**src/rtl/vga_pkg.sv**
```systemverilog
// Default 640x480@60 raster timing constants and helpers shared by the VGA timing path.
package vga_pkg;

  localparam int DEF_CLK_DIV  = 2;
  localparam int DEF_H_ACTIVE = 640;
  localparam int DEF_H_FP     = 16;
  localparam int DEF_H_SYNC   = 96;
  localparam int DEF_H_BP     = 48;
  localparam int DEF_V_ACTIVE = 480;
  localparam int DEF_V_FP     = 10;
  localparam int DEF_V_SYNC   = 2;
  localparam int DEF_V_BP     = 33;
  localparam int DEF_IMG_W    = 256;
  localparam int DEF_IMG_H    = 256;

  localparam int CNT_W   = 10;
  localparam int CNT_MAX = 1 << CNT_W;

  function automatic int h_total(int act, int fp, int sync, int bp);
    return act + fp + sync + bp;
  endfunction

  function automatic int v_total(int act, int fp, int sync, int bp);
    return act + fp + sync + bp;
  endfunction

endpackage

```
**src/rtl/vga_timing_pixel_tick_gen.sv**
```systemverilog
// Divides the system clock into a one-clk pixel tick and a registered pixel clock
// whose rising edge falls mid-pixel.
module pixel_tick_gen
  import vga_pkg::*;
#(
  parameter int CLK_DIV = DEF_CLK_DIV
) (
  input  logic i_clk,
  input  logic i_rst_n,
  output logic o_tick,
  output logic o_vga_clk
);

  localparam int DW = $clog2(CLK_DIV);
  localparam logic [DW-1:0] LAST = DW'(CLK_DIV - 1);
  localparam logic [DW-1:0] HALF = DW'(CLK_DIV / 2);

  logic [DW-1:0] r_div_cnt;
  logic [DW-1:0] w_cnt_next;
  logic          w_tick;
  logic          r_vga_clk;

  assign w_tick     = (r_div_cnt == LAST);
  assign w_cnt_next = w_tick ? '0 : r_div_cnt + 1'b1;

  // vga_clk is decoded from the upcoming count so it tracks div_cnt without lag.
  always_ff @(posedge i_clk or negedge i_rst_n) begin
    if (!i_rst_n) begin
      r_div_cnt <= '0;
      r_vga_clk <= 1'b0;
    end else begin
      r_div_cnt <= w_cnt_next;
      r_vga_clk <= (w_cnt_next >= HALF);
    end
  end

  assign o_tick    = w_tick;
  assign o_vga_clk = r_vga_clk;

endmodule

```
**src/rtl/vga_timing.sv**
```systemverilog
// Raster timing generator: h/v counters on the pixel tick, registered sync/blank decode
// and image-window hold/x/y/frameStart for the downstream pixel stage.
module vga_timing
  import vga_pkg::*;
#(
  parameter int CLK_DIV  = DEF_CLK_DIV,
  parameter int H_ACTIVE = DEF_H_ACTIVE,
  parameter int H_FP     = DEF_H_FP,
  parameter int H_SYNC   = DEF_H_SYNC,
  parameter int H_BP     = DEF_H_BP,
  parameter int V_ACTIVE = DEF_V_ACTIVE,
  parameter int V_FP     = DEF_V_FP,
  parameter int V_SYNC   = DEF_V_SYNC,
  parameter int V_BP     = DEF_V_BP,
  parameter int IMG_W    = DEF_IMG_W,
  parameter int IMG_H    = DEF_IMG_H
) (
  input  logic       clk,
  input  logic       rst,
  output logic       vga_clk,
  output logic       hsync,
  output logic       vsync,
  output logic       blank_n,
  output logic       hold,
  output logic       frameStart,
  output logic [7:0] x,
  output logic [7:0] y,
  output logic [9:0] hcount,
  output logic [9:0] vcount
);

  localparam int H_TOTAL = h_total(H_ACTIVE, H_FP, H_SYNC, H_BP);
  localparam int V_TOTAL = v_total(V_ACTIVE, V_FP, V_SYNC, V_BP);

  if (H_TOTAL > CNT_MAX || V_TOTAL > CNT_MAX || CLK_DIV < 2 || (CLK_DIV % 2) != 0 ||
      IMG_W > H_ACTIVE || IMG_W > 256 || IMG_H > V_ACTIVE || IMG_H > 256) begin : g_param_err
    $error("vga_timing: illegal timing parameters");
  end

  localparam logic [9:0] H_LAST = 10'(H_TOTAL - 1);
  localparam logic [9:0] V_LAST = 10'(V_TOTAL - 1);
  localparam logic [9:0] H_ACT  = 10'(H_ACTIVE);
  localparam logic [9:0] V_ACT  = 10'(V_ACTIVE);
  localparam logic [9:0] HS_BEG = 10'(H_ACTIVE + H_FP);
  localparam logic [9:0] HS_END = 10'(H_ACTIVE + H_FP + H_SYNC);
  localparam logic [9:0] VS_BEG = 10'(V_ACTIVE + V_FP);
  localparam logic [9:0] VS_END = 10'(V_ACTIVE + V_FP + V_SYNC);
  localparam logic [9:0] IMG_X  = 10'(IMG_W);
  localparam logic [9:0] IMG_Y  = 10'(IMG_H);

  logic       w_tick;
  logic [9:0] w_h_next;
  logic [9:0] w_v_next;
  logic       w_hold_next;

  logic [9:0] r_hcount;
  logic [9:0] r_vcount;
  logic       r_hsync;
  logic       r_vsync;
  logic       r_blank_n;
  logic       r_hold;
  logic       r_frame_start;
  logic [7:0] r_x;
  logic [7:0] r_y;

  pixel_tick_gen #(
    .CLK_DIV(CLK_DIV)
  ) u_tick (
    .i_clk    (clk),
    .i_rst_n  (rst),
    .o_tick   (w_tick),
    .o_vga_clk(vga_clk)
  );

  always_comb begin
    w_h_next = r_hcount + 10'd1;
    w_v_next = r_vcount;
    if (r_hcount == H_LAST) begin
      w_h_next = '0;
      w_v_next = (r_vcount == V_LAST) ? '0 : r_vcount + 10'd1;
    end
  end

  assign w_hold_next = !((w_h_next < IMG_X) && (w_v_next < IMG_Y));

  // Decodes are taken from the next counter values so they land on the same edge.
  always_ff @(posedge clk or negedge rst) begin
    if (!rst) begin
      r_hcount      <= H_LAST;
      r_vcount      <= V_LAST;
      r_hsync       <= 1'b1;
      r_vsync       <= 1'b1;
      r_blank_n     <= 1'b0;
      r_hold        <= 1'b1;
      r_x           <= '0;
      r_y           <= '0;
      r_frame_start <= 1'b0;
    end else begin
      r_frame_start <= w_tick && (w_h_next == '0) && (w_v_next == V_ACT);
      if (w_tick) begin
        r_hcount  <= w_h_next;
        r_vcount  <= w_v_next;
        r_hsync   <= !((w_h_next >= HS_BEG) && (w_h_next < HS_END));
        r_vsync   <= !((w_v_next >= VS_BEG) && (w_v_next < VS_END));
        r_blank_n <= (w_h_next < H_ACT) && (w_v_next < V_ACT);
        r_hold    <= w_hold_next;
        r_x       <= w_hold_next ? '0 : w_h_next[7:0];
        r_y       <= w_hold_next ? '0 : w_v_next[7:0];
      end
    end
  end

  assign hcount     = r_hcount;
  assign vcount     = r_vcount;
  assign hsync      = r_hsync;
  assign vsync      = r_vsync;
  assign blank_n    = r_blank_n;
  assign hold       = r_hold;
  assign x          = r_x;
  assign y          = r_y;
  assign frameStart = r_frame_start;

endmodule
```
**config.mk**
```make
export PLATFORM = sky130hd
export DESIGN_NAME = vga_timing
export DESIGN_NICKNAME = d
export VERILOG_FILES = /design/src/rtl/vga_pkg.sv /design/src/rtl/vga_timing_pixel_tick_gen.sv /design/src/rtl/vga_timing.sv
export SDC_FILE = /design/constraint.sdc
export NUM_CORES = 1
export LEC_CHECK = 0
export ABC_AREA = 0
export CORE_MARGIN = 4
export CORE_UTILIZATION = 35
export DETAILED_ROUTE_END_ITERATION = 7
export GPL_ROUTABILITY_DRIVEN = 1
export HOLD_SLACK_MARGIN = 0.06
export PLACE_DENSITY_LB_ADDON = 0.1
export SLEW_MARGIN = 20
export SYNTH_ARGS = -nofsm -noshare
export SYNTH_HDL_FRONTEND = slang
export SYNTH_SLANG_ARGS = --single-unit
export TNS_END_PERCENT = 30
```
**constraint.sdc**
```tcl
create_clock -name clk -period 3.8 [get_ports clk]
set_input_delay 0.76 -clock clk [delete_from_list [all_inputs] [get_ports clk]]
set_output_delay 0.76 -clock clk [all_outputs]
set_load 0.05 [all_outputs]
```
==> flow_metrics.env, run 1 <==
export IMPL_ir_drop_mv=0.1989
export IMPL_tns_ns=0
export IMPL_ys_types=50
export IMPL_cts_resized=0
export IMPL_fin_area_um2=3072
export IMPL_vias_per_cell=5.103
export IMPL_crit_arrival_ns=3.43
export IMPL_root_buffer="clkbuf_8"
export IMPL_powerDensity_nw_per_um2=291.9
export IMPL_slew_viol_final=0
export IMPL_holdBufCountCts=0
export IMPL_worst_path_max_fanout=17
export IMPL_dieArea_um2=8437
export IMPL_route_detailed_drc=0
export IMPL_wl_um=6019
export IMPL_synth_seq_cells=42
export IMPL_pin_count=44
export IMPL_synth_area_leaders="dfrtp_1 29%, dfstp_2 14%, o2bb2ai_2 6.1%"
export IMPL_cts_htree_levels=2
export IMPL_synth_net_count=264
export IMPL_slowest_stage="or3_1"
export IMPL_outcome="finished, final reports clean"
export IMPL_fin_crit_sh=0.8419
export IMPL_crit_path_frequent_cell="or3_1"
export IMPL_insertion_delay_ns=0.30
export IMPL_power_frac_clock=0.492
export IMPL_grt_max_degree=43
export IMPL_path_clk_slew_ns=0.09
export IMPL_diodes=0
export IMPL_cp_cell_sequence="or3_1 -> or3_4 -> o21a_1 -> a2bb2oi_1 -> or3_1 -> mux2_2"
export IMPL_cts_tree="yes"
export IMPL_synth_edff_count=0
export IMPL_hold_viol=0
export IMPL_place_inst=382
export IMPL_cts_path_max_buffers=2
export IMPL_finalCriticalPeriod_ns=3.199
export IMPL_cts_inserted_buffers=5
export IMPL_p_sw_frac=0.1882
export IMPL_drive_gt1_frac=0.1565
export IMPL_p_sw_w=0.0001687
export IMPL_dp_hpwl_um=4278
export IMPL_synth_most_common_cell="nand2_1"
export IMPL_path_class="reg -> reg"
export IMPL_maxSlewHeadroom=0.3847
export IMPL_worst_pin_slew_ns=0.9230
export IMPL_fill_cells=683
export IMPL_pwr_share_comb=0.010
export IMPL_cpLargestDelayFamily="simple AND/OR/NAND/NOR gates"
export IMPL_cp_num_buf_inv=0
export IMPL_fin_nets=299
export IMPL_wl_per_cell_um=15.43
export IMPL_vias=1990
export IMPL_worst_slack_ns=0.6007
export IMPL_gp_congestion=0.8417
export IMPL_antenna_found_initial=0
export IMPL_syn_avg_cell_area_um2=9.539
export IMPL_stdcell_count=390
export IMPL_synthTopCellsByCount="33 x nand2_1, 29 x dfrtp_1, 15 x nor2_1, 15 x o21ai_0, 15 x xnor2_1"
export IMPL_rows=30
export IMPL_grt_pass1_wl_um=10430
export IMPL_setup_violations=0
export IMPL_ant_nets=0
export IMPL_grt_overflow=0
export IMPL_hold_ws_ns=0.4952
export IMPL_end_kind="flip-flop"
export IMPL_ys_warnings_count=0
export IMPL_synth_area_leader_cell="dfrtp_1"
export IMPL_max_cap_viol_count=0
export IMPL_post_synth_top_area_fraction=0.2949
export IMPL_dpl_instance_area_um2=2929
export IMPL_seq_area_frac_synth=0.4337
export IMPL_seqPwrFrac=0.499
export IMPL_cts_setup_buffers=0
export IMPL_core_um2=6794
export IMPL_drtIter0Drc=156
export IMPL_rsz0062_at_grt="no"
export IMPL_start_util=0.3622
export IMPL_start_kind="flip-flop"
export IMPL_cp_slowest_stage_delay_ns=0.73
export IMPL_power_leakage_nw=1.230
export IMPL_dieWidth_um=91.86
export IMPL_die_h_um=91.86
export IMPL_areaGrowthSynthToFinish_pct=24.81
export IMPL_cts_sinks=42
export IMPL_synthCells=258
export IMPL_fmax_ghz=0.3126
export IMPL_synthArstFlopShare=1.000
export IMPL_power_report_internal_total_w=0.0007280
export IMPL_grt_pass1_vias=2059
export IMPL_netlist_area_um2=2461
export IMPL_preCtsSetupSlack_ns=0.6166
export IMPL_crit_required_ns=4.03
export IMPL_track_usage=0.1548
export IMPL_synth_ff_type="dfrtp_1"
export IMPL_first_pass_iters=4
export IMPL_port_buffers=43
export IMPL_holdCritPathClass="reg -> reg"
export IMPL_finClkSkew_ns=0.009206
## cells by family (layout without fill, tap and decap cells)
logic type | count (synthesis) | in the layout | synth area share
simple gates | 93 | 93 | 0.1835
compound gates | 66 | 66 | 0.2186
flops | 42 | 42 | 0.4337
buf+inv | 32 | 68 | 0.06507
xor+xnor | 17 | 17 | 0.06050
fa+ha+maj | 4 | 4 | 0.02034
mux | 4 | 4 | 0.01830
## area by class of cell
class | count | area, µm² | area share
Multi-Input combinational cell | 184 | 1234 | 0.4016
Sequential cell | 42 | 1067 | 0.3475
Timing Repair Buffer | 48 | 462.9 | 0.1507
Tap cell | 96 | 120.1 | 0.03910
Clock buffer | 6 | 82.58 | 0.02688
Clock inverter | 2 | 60.06 | 0.01955
Inverter | 12 | 45.04 | 0.01466
## sequential cells by signal, indices dropped and copies added (netlist names)
register and flops:
frameStart 1, y 8, hcount 10, hold 1, vsync 1, u_tick.o_tick 1
blank_n 1, hsync 1, vcount 10, x 8
## final timing paths
| kind | from | to | slack (ns) | depth (start not counted) |
|---|---|---|---|---|
| worst max-delay path | hcount[5] | hold | 0.60 | 6 |
| worst min-delay path | y[0] | y[0] | 0.50 | 1 |
| worst max register to register | hcount[5] | hold | 0.60 | 6 |
| worst min register to register | y[0] | y[0] | 0.50 | 1 |
| max in group asynchronous | rst | x[1] | 2.63 | 1 |
| min in group asynchronous | rst | frameStart | 0.60 | 1 |
## worst reg2reg max path: cells and delay by family, from the launching register on
family | cells | cell delay [ns]
AOI/OAI and AO/OA | 2 | 0.38
muxes | 1 | 0.43
and+or+nand+nor | 3 | 1.78
DFF | 1 | 0.54
## metrics by stage
step,power [W],util
2_1_floorplan,0.0004557,-
3_3_place_gp,0.0004652,0.4311
3_5_place_dp,0.0004654,0.4311
4_1_cts,0.0009143,0.4521
5_1_grt,0.0009320,0.4521
6_report,0.0008967,0.4521
## power by group through the flow
stage	combinational (W)	clock [W]	sequential (W)
after floorplan	0.000000000505	0	0.000456
after global placement	0.00000968	0	0.000456
after detailed placement	0.00000980	0	0.000456
after CTS	0.00000972	0.000457	0.000447
after global routing	0.0000107	0.000474	0.000447
final	0.00000865	0.000441	0.000447
## cells in the final DEF (no fill, tap or decap), types with 2 or more instances in the layout
master / instances
or3_1: 4
xor2_1: 2
bufinv_16: 2
clkdlybuf4s50_1: 42
dfrtp_1: 29
inv_1: 11
dfstp_2: 13
mux2_2: 4
o21ai_0: 15
nand3_1: 13
nand4_1: 4
o31ai_1: 4
nor2_1: 15
and3_1: 2
nand2_1: 33
clkbuf_8: 6
and4_1: 2
a21o_1: 3
nand2b_1: 3
o2111ai_1: 3
nor3_1: 6
a22o_1: 2
o2bb2ai_2: 10
buf_4: 5
xnor2_1: 15
o21a_1: 2
o31ai_2: 2
ha_1: 4
or4_1: 2
nor4_1: 5
a31oi_1: 2
a21oi_1: 11
## metal layers
layer | wire length [µm] | share of wire | up-vias | global-route usage
li1 | - | - | 998 | -
met1 | 3196 | 0.53 | 929 | 0.2288
met2 | 2477 | 0.41 | 57 | 0.2232
met3 | 274 | 0.046 | 6 | 0.03692
met4 | 71 | 0.012 | 0 | 0.04455
met5 | 0 | 0 | - | 0
No activity file was read; power rests on OpenSTA's default activity.
==> run 2, diff against run 1 <==
==> constraint.sdc (replaced) <==
create_clock -name clk -period 2.8 [get_ports clk]
set_input_delay 0.56 -clock clk [delete_from_list [all_inputs] [get_ports clk]]
set_output_delay 0.56 -clock clk [all_outputs]
set_load 0.05 [all_outputs]
==> run 2 against run 1 <==
Critical path type unchanged. Clock skew shrank 0.0024 ns. Power grew 25%. Critical endpoint is now x[3]. Fmax grew 21%. Highest routed layer unchanged. Count of clock-buffer cells in the layout is the same. Worst hold slack lost 0.14 ns.
==> flow_metrics.env, run 2 (synthesis results as in run 1) <==
export IMPL_outcome="finished, final reports clean"
export IMPL_fin_nets=318
export IMPL_path_clk_slew_ns=0.09
export IMPL_crit_required_ns=3.04
export IMPL_grt_pass1_vias=2106
export IMPL_drtIter0Drc=93
export IMPL_antenna_found_initial=0
export IMPL_end_kind="flip-flop"
export IMPL_grt_overflow=0
export IMPL_tns_ns=0
export IMPL_cts_htree_levels=2
export IMPL_fill_cells=661
export IMPL_cts_tree="yes"
export IMPL_power_leakage_nw=1.301
export IMPL_slew_viol_final=0
export IMPL_holdBufCountCts=0
export IMPL_register_area_um2=1069
export IMPL_crit_arrival_ns=2.88
export IMPL_first_pass_iters=4
export IMPL_cts_path_max_buffers=2
export IMPL_cp_cell_sequence="ha_2 -> nand4_1 -> or3_4 -> o21a_1 -> a2bb2oi_1 -> or3_1 -> buf_4 -> buf_4 -> o2bb2ai_2"
export IMPL_wl_met3_um=289
export IMPL_cts_sinks=42
export IMPL_track_usage=0.1619
export IMPL_finalCriticalPeriod_ns=2.644
export IMPL_diodes=0
export IMPL_cts_inserted_buffers=5
export IMPL_insertion_delay_ns=0.31
export IMPL_cp_slowest_stage_delay_ns=0.54
export IMPL_vias_per_cell=5.122
export IMPL_finClkSkew_ns=0.006813
export IMPL_ant_nets=0
export IMPL_dieArea_um2=8437
export IMPL_grt_pass1_wl_um=10900
export IMPL_wl_per_cell_um=15.55
export IMPL_crit_path_frequent_cell="buf_4"
export IMPL_worst_path_max_fanout=16
export IMPL_drive_gt1_frac=0.2109
export IMPL_rsz0062_at_grt="no"
export IMPL_mostFrequentLayoutCell="clkdlybuf4s50_1"
export IMPL_fmax_ghz=0.3782
export IMPL_dpl_instance_area_um2=3073
export IMPL_cts_setup_buffers=0
export IMPL_path_class="reg -> reg"
export IMPL_start_kind="flip-flop"
export IMPL_areaGrowthSynthToFinish_pct=29.44
export IMPL_max_cap_viol_count=0
export IMPL_hold_viol=0
export IMPL_grt_max_degree=39
export IMPL_vias=2095
export IMPL_ir_drop_mv=0.1508
export IMPL_final_cell_mix="42 x clkdlybuf4s50_1, 33 x nand2_1, 28 x dfrtp_1"
export IMPL_rows=30
export IMPL_dieWidth_um=91.86
export IMPL_multi_input_comb_area_um2=1236
export IMPL_top_layer="met4"
export IMPL_route_detailed_drc=0
export IMPL_dp_hpwl_um=4576
export IMPL_maxSlewHeadroom=0.4260
export IMPL_power_w=0.001119
export IMPL_powerDensity_nw_per_um2=351.4
export IMPL_die_h_um=91.86
export IMPL_fin_area_um2=3186
export IMPL_slowest_stage="dfstp_2"
export IMPL_gp_congestion=0.8864
export IMPL_port_buffers=43
export IMPL_worst_pin_slew_ns=0.8609
export IMPL_fin_crit_sh=0.9443
export IMPL_wl_met2_um=2719
export IMPL_wl_met1_um=3278
export IMPL_start_util=0.3622
export IMPL_root_buffer="clkbuf_8"
export IMPL_holdCritPathClass="in -> async"
export IMPL_core_um2=6794
export IMPL_setup_violations=0
export IMPL_pin_count=44
export IMPL_wl_um=6359
run 2: cell type report:
type                            instances  area share
Tap cell                               96     0.03771
Clock buffer                            6     0.02278
Timing Repair Buffer                   67      0.1901
Inverter                               12     0.01414
Clock inverter                          2     0.01178
Sequential cell                        42      0.3354
Multi-Input combinational cell        184      0.3881
run 2: per-layer routing:
| layer | up-vias | global-route usage |
|---|---|---|
| met5 | - | 0 |
| met4 | 0 | 0.04703 |
| met3 | 6 | 0.04184 |
| met2 | 53 | 0.2354 |
| met1 | 996 | 0.2357 |
| li1 | 1040 | - |
run 2: worst max-delay path: cells and delay by family, from the launching register on:
kind / cells / cell delay (ns)
flip-flops: 1 / 0.54
AO/OA/AOI/OAI: 3 / 0.50
AND/OR/NAND/NOR: 3 / 0.92
adder cells (fa/ha/maj): 1 / 0.22
buffers and inverters: 2 / 0.39
run 2: stage by stage:
stage / hold WS (ns) / setup slack, ns / instances / util
final: 0.3538 / 0.1559 / 409 / 0.4689
after global placement: 0.4749 / 0.1734 / 401 / 0.4523
after CTS: 0.3922 / 0.1125 / 409 / 0.4685
after detailed placement: 0.4714 / 0.1385 / 401 / 0.4523
after floorplan: 0.2644 / 0.003381 / 258 / -
after global routing: 0.4191 / 0.02522 / 409 / 0.4689
run 2: worst paths after layout:
kind,startpoint,endpoint,slack (ns),depth (start not counted)
setup reg to reg,hcount[0],x[3],0.16,9
hold reg to reg,x[4],x[4],0.50,1
hold / removal,rst,x[3],0.35,1
max in group asynchronous,rst,hcount[2],1.76,2
setup / recovery,hcount[0],x[3],0.16,9
min in group clk,x[4],x[4],0.50,1
run 2: repair_timing:
action                                  in CTS  in global routing
endpoints found under the hold margin        0                  0
endpoints found under the setup margin       0                  2
gates resized for setup                      0                  1
run 2: power breakdown:
group,leakage [nW],switching (W),internal [W]
logic,0.730,0.0000118,0.00000140
registers,0.520,0,0.000607
clock network,0.0514,0.000233,0.000266
